[src/rtl/ni_pkg.sv]
`default_nettype none
// ============================================================================
//  Module      : ni_pkg
//  Description : Shared types and constants for the noninterference slot
//                scheduler: FSM state encoding, domain identifiers and a
//                helper that sizes the slot/flush counter.
//  Revision    : 1.0 - initial release
// ============================================================================
package ni_pkg;

    // Schedule phases, visited strictly in this order and wrapping around.
    typedef enum logic [1:0] {
        P_SLOT    = 2'd0,
        FLUSH_P2S = 2'd1,
        S_SLOT    = 2'd2,
        FLUSH_S2P = 2'd3
    } state_t;

    localparam logic DOM_PUB = 1'b0;
    localparam logic DOM_SEC = 1'b1;

    // Counter width = clog2(max(slot_len, flush_len)), never below one bit
    // so the counter stays a real register when both lengths are 1 or 2.
    function automatic int cnt_width(input int slot_len, input int flush_len);
        int m;
        m = (slot_len > flush_len) ? slot_len : flush_len;
        return ($clog2(m) < 1) ? 1 : $clog2(m);
    endfunction

endpackage
`default_nettype wire

[src/rtl/ni_shared_acc.sv]
`default_nettype none
// ============================================================================
//  Module      : ni_shared_acc
//  Description : DW-bit XOR accumulator shared by both domains. A clear
//                (scrub) wins over an enable.
//  Ports       : clock  - posedge clock
//                rst_n  - asynchronous active-low reset (acc -> 0)
//                en     - accumulate op into acc this cycle
//                clr    - scrub acc to zero this cycle
//                op     - operand to XOR in
//                acc    - current accumulator value
//  Revision    : 1.0 - initial release
// ============================================================================
module ni_shared_acc #(
    parameter int DW = 8
) (
    input  logic          clock,
    input  logic          rst_n,
    input  logic          en,
    input  logic          clr,
    input  logic [DW-1:0] op,
    output logic [DW-1:0] acc
);

    logic [DW-1:0] r_acc;

    always_ff @(posedge clock or negedge rst_n) begin
        if (!rst_n) begin
            r_acc <= '0;
        end else if (clr) begin
            r_acc <= '0;
        end else if (en) begin
            r_acc <= r_acc ^ op;
        end
    end

    assign acc = r_acc;

endmodule
`default_nettype wire

[src/rtl/ni_slot_scheduler.sv]
`default_nettype none
// ============================================================================
//  Module      : ni_slot_scheduler
//  Description : Fixed time-partitioned scheduler sharing one XOR accumulator
//                between a public and a secret requester. Slots alternate
//                regardless of demand and the accumulator is scrubbed at each
//                domain switch, so public-side timing and data never depend
//                on secret inputs.
//  Ports       : clock, rst_n            - clock / async active-low reset
//                req_pub, op_pub         - public request and operand
//                req_sec, op_sec         - secret request and operand
//                gnt_pub, gnt_sec        - grant windows (combinational)
//                res_valid_pub, res_pub  - public result pulse / held value
//                res_valid_sec, res_sec  - secret result pulse / held value
//                dom                     - owner (0 pub, 1 sec), held in flush
//                scrub                   - flush in progress
//  Revision    : 1.0 - initial release
// ============================================================================
module ni_slot_scheduler
    import ni_pkg::*;
#(
    parameter int DW        = 8,
    parameter int SLOT_LEN  = 4,
    parameter int FLUSH_LEN = 1
) (
    input  logic          clock,
    input  logic          rst_n,
    input  logic          req_pub,
    input  logic [DW-1:0] op_pub,
    input  logic          req_sec,
    input  logic [DW-1:0] op_sec,
    output logic          gnt_pub,
    output logic          gnt_sec,
    output logic          res_valid_pub,
    output logic [DW-1:0] res_pub,
    output logic          res_valid_sec,
    output logic [DW-1:0] res_sec,
    output logic          dom,
    output logic          scrub
);

    localparam int                c_cnt_w      = cnt_width(SLOT_LEN, FLUSH_LEN);
    localparam logic [c_cnt_w-1:0] c_slot_last  = c_cnt_w'(SLOT_LEN - 1);
    localparam logic [c_cnt_w-1:0] c_flush_last = c_cnt_w'(FLUSH_LEN - 1);
    localparam logic [c_cnt_w-1:0] c_cnt_one    = c_cnt_w'(1);

    state_t               r_state;
    logic [c_cnt_w-1:0]   r_cnt;
    logic                 r_res_valid_pub;
    logic                 r_res_valid_sec;
    logic [DW-1:0]        r_res_pub;
    logic [DW-1:0]        r_res_sec;

    logic                 w_slot_done;
    logic                 w_flush_done;
    logic                 w_acc_pub;
    logic                 w_acc_sec;
    logic [DW-1:0]        w_op;
    logic [DW-1:0]        w_acc;
    logic [DW-1:0]        w_acc_next;

    assign w_slot_done  = (r_cnt == c_slot_last);
    assign w_flush_done = (r_cnt == c_flush_last);

    // ------------------------------------------------------------------
    // Schedule FSM: advances purely on the counter, never on requests.
    // ------------------------------------------------------------------
    always_ff @(posedge clock or negedge rst_n) begin
        if (!rst_n) begin
            r_state <= P_SLOT;
            r_cnt   <= '0;
        end else begin
            r_cnt <= r_cnt + c_cnt_one;
            case (r_state)
                P_SLOT: begin
                    if (w_slot_done) begin
                        r_state <= FLUSH_P2S;
                        r_cnt   <= '0;
                    end
                end
                FLUSH_P2S: begin
                    if (w_flush_done) begin
                        r_state <= S_SLOT;
                        r_cnt   <= '0;
                    end
                end
                S_SLOT: begin
                    if (w_slot_done) begin
                        r_state <= FLUSH_S2P;
                        r_cnt   <= '0;
                    end
                end
                FLUSH_S2P: begin
                    if (w_flush_done) begin
                        r_state <= P_SLOT;
                        r_cnt   <= '0;
                    end
                end
                default: begin
                    r_state <= P_SLOT;
                    r_cnt   <= '0;
                end
            endcase
        end
    end

    // The last slot cycle is withheld as a guard so a result accepted in
    // the preceding cycle retires before the scrub starts.
    assign gnt_pub = (r_state == P_SLOT) && !w_slot_done;
    assign gnt_sec = (r_state == S_SLOT) && !w_slot_done;
    assign scrub   = (r_state == FLUSH_P2S) || (r_state == FLUSH_S2P);
    assign dom     = ((r_state == S_SLOT) || (r_state == FLUSH_S2P)) ? DOM_SEC : DOM_PUB;

    assign w_acc_pub  = req_pub & gnt_pub;
    assign w_acc_sec  = req_sec & gnt_sec;
    // Grants are mutually exclusive, so a plain select suffices.
    assign w_op       = w_acc_sec ? op_sec : op_pub;
    assign w_acc_next = w_acc ^ w_op;

    ni_shared_acc #(
        .DW (DW)
    ) u_acc (
        .clock (clock),
        .rst_n (rst_n),
        .en    (w_acc_pub | w_acc_sec),
        .clr   (scrub),
        .op    (w_op),
        .acc   (w_acc)
    );

    // ------------------------------------------------------------------
    // Per-domain result registers: each only ever loads on its own accept.
    // ------------------------------------------------------------------
    always_ff @(posedge clock or negedge rst_n) begin
        if (!rst_n) begin
            r_res_valid_pub <= 1'b0;
            r_res_valid_sec <= 1'b0;
            r_res_pub       <= '0;
            r_res_sec       <= '0;
        end else begin
            r_res_valid_pub <= w_acc_pub;
            r_res_valid_sec <= w_acc_sec;
            if (w_acc_pub) begin
                r_res_pub <= w_acc_next;
            end
            if (w_acc_sec) begin
                r_res_sec <= w_acc_next;
            end
        end
    end

    assign res_valid_pub = r_res_valid_pub;
    assign res_valid_sec = r_res_valid_sec;
    assign res_pub       = r_res_pub;
    assign res_sec       = r_res_sec;

endmodule
`default_nettype wire

[config.mk]
export PLATFORM = sky130hd
export DESIGN_NAME = ni_slot_scheduler
export DESIGN_NICKNAME = d
export VERILOG_FILES = /design/src/rtl/ni_pkg.sv /design/src/rtl/ni_shared_acc.sv /design/src/rtl/ni_slot_scheduler.sv
export SDC_FILE = /design/constraint.sdc
export NUM_CORES = 1
export LEC_CHECK = 0
export BUFFER_PORTS_ARGS = -buffer_cell sky130_fd_sc_hd__buf_2
export CAP_MARGIN = 20
export CORE_AREA = 2 2 66 68
export CTS_CLUSTER_DIAMETER = 60
export CTS_CLUSTER_SIZE = 14
export DETAILED_ROUTE_END_ITERATION = 6
export DIE_AREA = 0 0 68 70
export HOLD_SLACK_MARGIN = 0.1
export PLACE_DENSITY = 0.66
export SLEW_MARGIN = 20
export SYNTH_ARGS = -nofsm -noshare
export SYNTH_HDL_FRONTEND = slang
export SYNTH_SLANG_ARGS = --single-unit
[constraint.sdc]
create_clock -name clock -period 5.2 [get_ports clock]
set_clock_uncertainty 0.15 [all_clocks]
set_input_delay 1.04 -clock clock [delete_from_list [all_inputs] [get_ports clock]]
set_output_delay 1.04 -clock clock [all_outputs]
set_load 0.05 [all_outputs]
## Word level (Yosys, flattened, before mapping)

Index checks and enable logic that the tools add are counted.

| word-level totals | value |
|---|---|
| register bits | 30 |
| bits of input ports | 20 |
| output and inout bits | 22 |

| cells by class | value |
|---|---|
| add/sub/neg operators | 1 |
| equality and inequality tests | 8 |
| muxes and demuxes | 12 |
| bitwise logic cells | 4 |
| reductions and logical operators | 11 |

Operators with widths:

| kind | count |
|---|---|
| 8-bit 2-to-1 mux | 3 |
| 2-bit 2-to-1 mux | 6 |
| 2-bit != test (second input constant) | 4 |
| 2-bit case mux with 4 select lines | 1 |
| 8-bit XOR | 1 |
| 2-bit equality test (second input constant) | 3 |
| 2-bit logical NOT | 2 |
| 2-bit case mux with 2 select lines | 1 |
| 4-bit AND reduction | 1 |
| 2-bit OR reduction | 2 |
| 2-bit by 1-bit adder with 2-bit output (second input constant) | 1 |
| 1-bit AND | 2 |
| 2-bit by 1-bit equality test with 1-bit output (second input constant) | 1 |
| 1-bit logical AND | 2 |
| 1-bit logical OR | 2 |
| 2-bit nonzero test | 1 |
| 1-bit logical NOT | 1 |
| 1-bit 2-to-1 mux | 1 |
| 1-bit bitwise OR | 1 |

## Logic depth before layout (Yosys ltp)

Gate-level depths: netlist of the first run.

| depth | value |
|---|---|
| word-level depth | 8 |
| mapped depth | 7 |

## Hierarchy

Synthesis of the first run repeated with hierarchy kept, for this count alone.

| unflattened totals | value |
|---|---|
| cells, all modules | 165 |
| area total of the unflattened synthesis | 1775.5 µm² |

Modules (own cells, without submodules):

| module | times used | cells an instance | area an instance (µm²) | sequential area each (µm²) |
|---|---|---|---|---|
| ni_slot_scheduler | 1 | 130 | 1368.8 | 550.5 |
| ni_shared_acc | 1 | 35 | 406.6 | 200.2 |

## Worst setup path after synthesis of the first run

No wires, ideal clock.

| timing | value |
|---|---|
| kind | reg2out |
| start point | register r_state[0] |
| end point | output port gnt_sec |
| arrival time | 1.666 ns |
| path slack | 2.344 ns |
| cell stages (with the launch flop) | 5 |
| cell sequence | dfrtp_1 -> inv_1 -> ha_1 -> buf_1 -> nor2b_1 |

| between the ends | value |
|---|---|
| cells in the longest elaborated chain, start to end | 2 |

RTL lines:

| item | line | RTL |
|---|---|---|
| from (decl) | ni_slot_scheduler.sv:47 | `state_t r_state;` |
| from (signal assigned) | ni_slot_scheduler.sv:70 | `r_state <= P_SLOT;` |
| from (signal assigned) | ni_slot_scheduler.sv:77 | `r_state <= FLUSH_P2S;` |
| from (signal assigned) | ni_slot_scheduler.sv:83 | `r_state <= S_SLOT;` |
| 2-bit equality test | ni_slot_scheduler.sv:110 | `assign gnt_sec = (r_state == S_SLOT) && !w_slot_done;` |
| 1-bit logical AND | ni_slot_scheduler.sv:110 |  |
| to (decl) | ni_slot_scheduler.sv:33 | `output logic gnt_sec,` |

Every way passes these cells.

## Worst setup path after layout of the first run

| timing | value |
|---|---|
| start point | register r_state[0] |
| end point | output port dom |

| between the ends | value |
|---|---|
| cells in the longest elaborated chain, start to end | 3 |
| elaborated cells between the ends (all ways) | 4 |
| classes of those cells | eq/ne: 2; mux: 1; reduce/logical: 1 |

RTL lines:

| item | line | RTL |
|---|---|---|
| 2-bit equality test | ni_slot_scheduler.sv:112 | `assign dom = ((r_state == S_SLOT) \|\| (r_state == FLUSH_S2P)) ? DOM_SEC : DOM_PUB;` |
| 1-bit logical OR (*) | ni_slot_scheduler.sv:112 |  |
| 1-bit 2-to-1 mux (*) | ni_slot_scheduler.sv:112 |  |
| to (decl) | ni_slot_scheduler.sv:38 | `output logic dom,` |

Every way passes the cells marked *; elsewhere a longest branch is shown, timed or not.

==> results.json, run 1 <==
{
  "cp.required_ps": 4010,
  "grt_pass1_vias": 1290,
  "slowest_stage": "ha_1",
  "grt_max_degree": 42,
  "worstPathCellList": "inv_1, ha_1, or2_2, buf_2",
  "seq_area_frac_synth_pct": 43.38,
  "max-slew-margin-rel_pct": 50.94,
  "synth_cells": 179,
  "antenna_cells": 0,
  "fin_tns_setup_ps": 0,
  "p_per_area_nw_per_um2": 282.1,
  "fp.dieW_um": 68,
  "fmax_mhz": 346.8,
  "grt_overflow": 0,
  "irDropWorstVdd_mv": 0.09418,
  "clock_path_buffers": 2,
  "cts-resized-gates": 0,
  "hold_violations": 0,
  "die_y_um": 70,
  "final-setup-viol-count": 0,
  "ctsHoldBuffers": 0,
  "start_util_pct": 41.76,
  "rsz0062_at_grt": "false",
  "status": "completed",
  "hold_start": "res_sec[4]$_DFFE_PN0N_",
  "cpLargestDelayFamily": "adder cells",
  "hpwl_um": 2502,
  "r2r-end": "res_pub[3]$_DFFE_PN0P_",
  "p_comb_share_pct": 21.0,
  "maxCapViolations": 0,
  "worst_hold_path.num_cells": 2,
  "crit_path_start_kind": "flip-flop",
  "path_clk_slew_ps": 60,
  "wirelength_um": 3506,
  "pwr-share-seq_pct": 46.5,
  "syn_avg_cell_area_um2": 9.667,
  "hold_path_end": "res_sec[4]$_DFFE_PN0N_",
  "post_cts_buffers": 0,
  "final_cell_mix": "nand2_1 (41), buf_2 (41), dfrtp_1 (30), inv_1 (14), mux2i_1 (9)",
  "synth_nets": 207,
  "fin_nets": 247,
  "via_per_inst": 5.140,
  "core_um2": 4144,
  "crit_path_end_kind": "output port",
  "io_pins": 42,
  "post-route-min-period_ps": 2884,
  "r2r_cells": 5,
  "design_area_um2": 2052,
  "drv_slew": 0,
  "fin_util_pct": 49.52,
  "worstSetupPathType": "reg2out",
  "drt_iter0_markers": 89,
  "num_rows": 24,
  "crit_buf_inv": 2,
  "syn2layout_area_growth_pct": 18.58,
  "total_power_mw": 0.5789,
  "h-tree-depth": 2,
  "num_vias": 1398,
  "r2r_slack_ps": 2670,
  "synth_cell_types": 26,
  "cts_buffers": 5,
  "dr.pass1.iters": 4,
  "clkLatencyLatePin_ps": 270,
  "p_leak_nw": 1.044,
  "syn-cell-area_um2": 1730,
  "gp_congestion": 0.7321,
  "path_max_fanout": 13,
  "cts-root-buf": "clkbuf_8",
  "worst_pin_slew_ps": 732.0,
  "cp_data_arrival_time_ps": 1690,
  "numPortBuffers": 41,
  "antenna_left": 0,
  "avgRoutedWirePerCell_um": 12.89,
  "r2r_start": "r_state[0]$_DFFE_PN0P_",
  "yosysTopAreaCellShare_pct": 43.38,
  "intPower_mw": 0.3939,
  "drc_errors": 0,
  "yosys_register_bits": 30,
  "clockPowerShare_pct": 32.5,
  "holdWs_ps": 322.1,
  "ys_top_cells_by_area": "dfrtp_1 (43%), nand2_1 (8.9%), ha_1 (5.8%)",
  "crit_path_max_incr_delay_ps": 440,
  "layout-drive-gt1-share_pct": 25.91,
  "min_period_over_period_pct": 55.45,
  "yosysTopAreaCell": "dfrtp_1",
  "hp-class": "reg2reg",
  "place_area_um2": 1961,
  "yosysWarnings": 0,
  "cts_tree": "yes",
  "grt_antenna_before_repair": 0,
  "clock_sinks": 30,
  "die-area_um2": 4760,
  "grt_pass1_wl_um": 5844,
  "swShare_pct": 31.96,
  "netSwitchingPower_mw": 0.1850,
  "grt_usage_pct": 16.38
}
## cell families (layout without fill, tap and decap cells)
kind of cell / Yosys count / after routing / share of synthesized area (%)
AOI/OAI and AO/OA: 42 / 42 / 17.86
xor gates and xnor gates: 8 / 8 / 4.049
muxes: 10 / 10 / 5.857
adders and majority gates: 8 / 8 / 5.785
and+or+nand+nor: 57 / 57 / 17.06
buffers and inverters: 24 / 65 / 6.001
DFF: 30 / 30 / 43.38
## routing by layer
| metal | wire length [um] | vias up | track usage (%) | part of all wire (%) |
|---|---|---|---|---|
| met5 | 0 | - | 0 | 0 |
| met4 | 76 | 0 | 6.667 | 2.2 |
| met3 | 196 | 9 | 4.670 | 5.6 |
| met2 | 1621 | 35 | 26.43 | 46 |
| met1 | 1613 | 645 | 20.14 | 46 |
| li1 | - | 709 | - | - |
## synth_stat cells (all sizes together)
library cell and instances:
a2111o 8, mux2i 9, and4b 8, nor2 3, nor2b 2, inv 15
nand3b 2, mux2 1, o31ai 1, o211ai 8, nand2 41, a21oi 8
or2 1, xnor2 8, o22ai 1, a31oi 8, clkbuf 2, o21ai 8
buf 7, ha 8, dfrtp 30
## power groups by stage
stage	Clock (mW)	Combinational [mW]	Sequential, mW
finish	0.188	0.122	0.269
global route	0.206	0.132	0.273
CTS	0.195	0.123	0.269
detailed placement	0	0.123	0.274
global placement	0	0.123	0.274
floorplan	0	0.0279	0.329
## registers in the layout (all words and copies together), names as in the netlist
| register | count |
|---|---|
| r_cnt | 2 |
| r_state | 2 |
| res_pub | 8 |
| res_sec | 8 |
| res_valid_pub | 1 |
| res_valid_sec | 1 |
| u_acc.acc | 8 |
## layout make-up
class,count,area (um2)
clock inverters,1,5.005
well taps,52,65.06
repair buffers,42,212.7
flip-flops and latches,30,750.7
inverters,15,56.30
clock buffers,7,86.33
multi-input cells,125,875.8
fillers,407,2092
## worst min-delay path: cells and delay by family, from the launching register on
| family | cells | cell delay, ps |
|---|---|---|
| DFF | 1 | 340 |
| AOI/OAI and AO/OA | 1 | 60 |
| and+or+nand+nor | 1 | 40 |
## worst max-delay path by stage
stage                             endpoint                    from  cells after the start
finish                                 dom  r_state[0]$_DFFE_PN0P_                      4
global route                       gnt_sec  r_state[0]$_DFFE_PN0P_                      4
CTS                                    dom  r_state[0]$_DFFE_PN0P_                      4
detailed placement  res_pub[2]$_DFFE_PN0P_                 req_sec                      4
global placement    res_pub[7]$_DFFE_PN0P_                 req_sec                      4
floorplan                          gnt_sec  r_state[0]$_DFFE_PN0P_                      4
## stage by stage
step / std cells / setup slack (ps)
5_1_grt: 272 / 2142
4_1_cts: 272 / 2291
3_5_place_dp: 264 / 2467
2_1_floorplan: 179 / 2344
3_3_place_gp: 264 / 2497
6_report: 272 / 2316
Note: power is estimated with default switching activity, not from simulation.
==> run 2: changes to the inputs <==
--- a/config.mk
+++ b/config.mk
@@ -5,15 +5,16 @@
 export SDC_FILE = /design/constraint.sdc
 export NUM_CORES = 1
 export LEC_CHECK = 0
+export ABC_AREA = 1
 export BUFFER_PORTS_ARGS = -buffer_cell sky130_fd_sc_hd__buf_2
 export CAP_MARGIN = 20
-export CORE_AREA = 2 2 66 68
+export CORE_AREA = 2 2 63 65
 export CTS_CLUSTER_DIAMETER = 60
 export CTS_CLUSTER_SIZE = 14
 export DETAILED_ROUTE_END_ITERATION = 6
-export DIE_AREA = 0 0 68 70
+export DIE_AREA = 0 0 65 67
 export HOLD_SLACK_MARGIN = 0.1
-export PLACE_DENSITY = 0.66
+export PLACE_DENSITY = 0.69
 export SLEW_MARGIN = 20
 export SYNTH_ARGS = -nofsm -noshare
 export SYNTH_HDL_FRONTEND = slang
==> constraint.sdc (replaced) <==
create_clock -name clock -period 2.9 [get_ports clock]
set_clock_uncertainty 0.15 [all_clocks]
set_input_delay 0.58 -clock clock [delete_from_list [all_inputs] [get_ports clock]]
set_output_delay 0.58 -clock clock [all_outputs]
set_load 0.05 [all_outputs]
==> results.json, run 2 <==
{
  "h-tree-depth": 2,
  "crit_path_start_kind": "flip-flop",
  "hold_violations": 0,
  "place_area_um2": 1832,
  "fmax_mhz": 408.5,
  "drc_errors": 0,
  "drt_iter0_markers": 95,
  "hpwl_um": 2616,
  "yosysTopAreaCellShare_pct": 46.51,
  "maxCapViolations": 0,
  "syn_avg_cell_area_um2": 8.495,
  "via_per_inst": 5.082,
  "cts_tree": "yes",
  "grt_antenna_before_repair": 0,
  "final_common_cell": "nand2_1",
  "synth_edf_count": 0,
  "synth.most_common_cell": "nand2_1",
  "r2r_start": "r_state[0]$_DFFE_PN0P_",
  "clock_sinks": 30,
  "p_per_area_nw_per_um2": 577.5,
  "total_power_mw": 1.121,
  "fin_tns_setup_ps": 0,
  "worstSetupPathType": "reg2out",
  "clkLatencyLatePin_ps": 290,
  "syn2layout_area_growth_pct": 20.23,
  "start_util_pct": 44.76,
  "dr.pass1.iters": 5,
  "layout-drive-gt1-share_pct": 27.47,
  "fin_ws_ps": 452.2,
  "yosysWarnings": 0,
  "design_area_um2": 1941,
  "crit_buf_inv": 3,
  "clock_path_buffers": 2,
  "cp_data_arrival_time_ps": 1720,
  "fin_cells": 281,
  "grt_overflow": 0,
  "synth_common_cells": "nand2_1 (63), dfrtp_1 (30), nand3_1 (30)",
  "r2r_cells": 6,
  "synth_ff_type": "dfrtp_1",
  "die-area_um2": 4355,
  "cts_buffers": 5,
  "fin_nets": 260,
  "ctsHoldBuffers": 0,
  "yosys_register_bits": 30,
  "num_vias": 1428,
  "max-slew-margin-rel_pct": 55.07,
  "r2r_slack_ps": 760,
  "core_um2": 3606,
  "io_pins": 42,
  "pre_cts_ws_ps": 771.4,
  "syn-cell-area_um2": 1614,
  "path_clk_slew_ps": 60,
  "post_cts_buffers": 0,
  "grt_usage_pct": 19.31,
  "cts-resized-gates": 0,
  "drv_slew": 0,
  "avgRoutedWirePerCell_um": 13.19,
  "grt_pass1_vias": 1361,
  "fp.dieW_um": 65,
  "post-route-min-period_ps": 2448,
  "path_max_fanout": 12,
  "final_cell_mix": "nand2_1 (63), buf_2 (41), nand3_1 (30), dfrtp_1 (30)",
  "die_y_um": 67,
  "hp-class": "in2async",
  "crit_path_max_incr_delay_ps": 440,
  "p_leak_nw": 1.069,
  "status": "completed",
  "wirelength_um": 3706,
  "synth_cell_types": 22,
  "grt_pass1_wl_um": 6216,
  "synth_cells": 190,
  "rsz0062_at_grt": "false",
  "final-setup-viol-count": 0,
  "worst_pin_slew_ps": 674.0,
  "irDropWorstVdd_mv": 0.2365,
  "crit_path_end_kind": "output port",
  "worstPathCellList": "inv_1, ha_1, nand2_1, inv_1, buf_2",
  "r2r-end": "u_acc.acc[0]$_DFFE_PN0P_",
  "slowest_stage": "ha_1",
  "grt_max_degree": 31,
  "antenna_left": 0,
  "yosysTopAreaCell": "dfrtp_1",
  "dp_cells": 273,
  "cp.required_ps": 2170,
  "seq_area_frac_synth_pct": 46.51,
  "cpLargestDelayFamily": "buffers and inverters",
  "synth_nets": 218,
  "cp_common_cell": "inv_1",
  "cts-root-buf": "clkbuf_8",
  "num_rows": 22,
  "numPortBuffers": 41,
  "min_period_over_period_pct": 84.41,
  "gp_congestion": 0.7982,
  "antenna_cells": 0,
  "async_reset_ff_share_pct": 100.0,
  "ys_top_cells_by_area": "dfrtp_1 (47%), nand2_1 (15%), nand3_1 (9.3%)"
}
-- run 2: layer usage --
layer	share of wire [%]	GRT usage (%)	vias to the layer above	wire length, um
met4	2.0	7.447	0	73
met2	45	29.77	54	1685
met5	0	0	-	0
met1	46	25.67	654	1691
met3	6.9	5.405	12	256
li1	-	-	708	-
-- run 2: layout make-up --
class	count	area (um2)
tap	48	60.06
sequential	30	750.7
fill	341	1665
multi-input combinational	135	744.5
clock buffer	5	68.82
clock inverter	3	40.04
inverter	19	71.32
timing repair buffer	41	205.2
-- run 2: per-stage QoR --
| stage | hold slack (ps) | utilization, % |
|---|---|---|
| floorplan | 134.4 | - |
| global placement | 309.2 | 50.80 |
| detailed placement | 311.3 | 50.80 |
| CTS | 198.2 | 53.82 |
| global route | 220.0 | 53.82 |
| finish | 178.0 | 53.82 |
-- run 2: logic make-up after synthesis --
logic type / share of synthesized area, %
AND/OR/NAND/NOR: 37.36
AO/OA/AOI/OAI: 2.559
adder cells (fa/ha/maj): 6.202
buffers and inverters: 7.364
flip-flops: 46.51
-- run 2: power by group --
group	internal, mW	switching [mW]	total, mW
registers	0.460	0.0269	0.487
clock network	0.252	0.162	0.414
logic	0.0531	0.167	0.220
-- run 2: worst max-delay path by stage --
stage | from | to | depth (start not counted)
floorplan | r_state[0]$_DFFE_PN0P_ | dom | 4
global placement | r_state[0]$_DFFE_PN0P_ | gnt_sec | 5
detailed placement | r_state[0]$_DFFE_PN0P_ | gnt_sec | 5
CTS | r_state[0]$_DFFE_PN0P_ | gnt_sec | 5
global route | r_state[0]$_DFFE_PN0P_ | gnt_sec | 5
finish | r_state[0]$_DFFE_PN0P_ | gnt_sec | 5
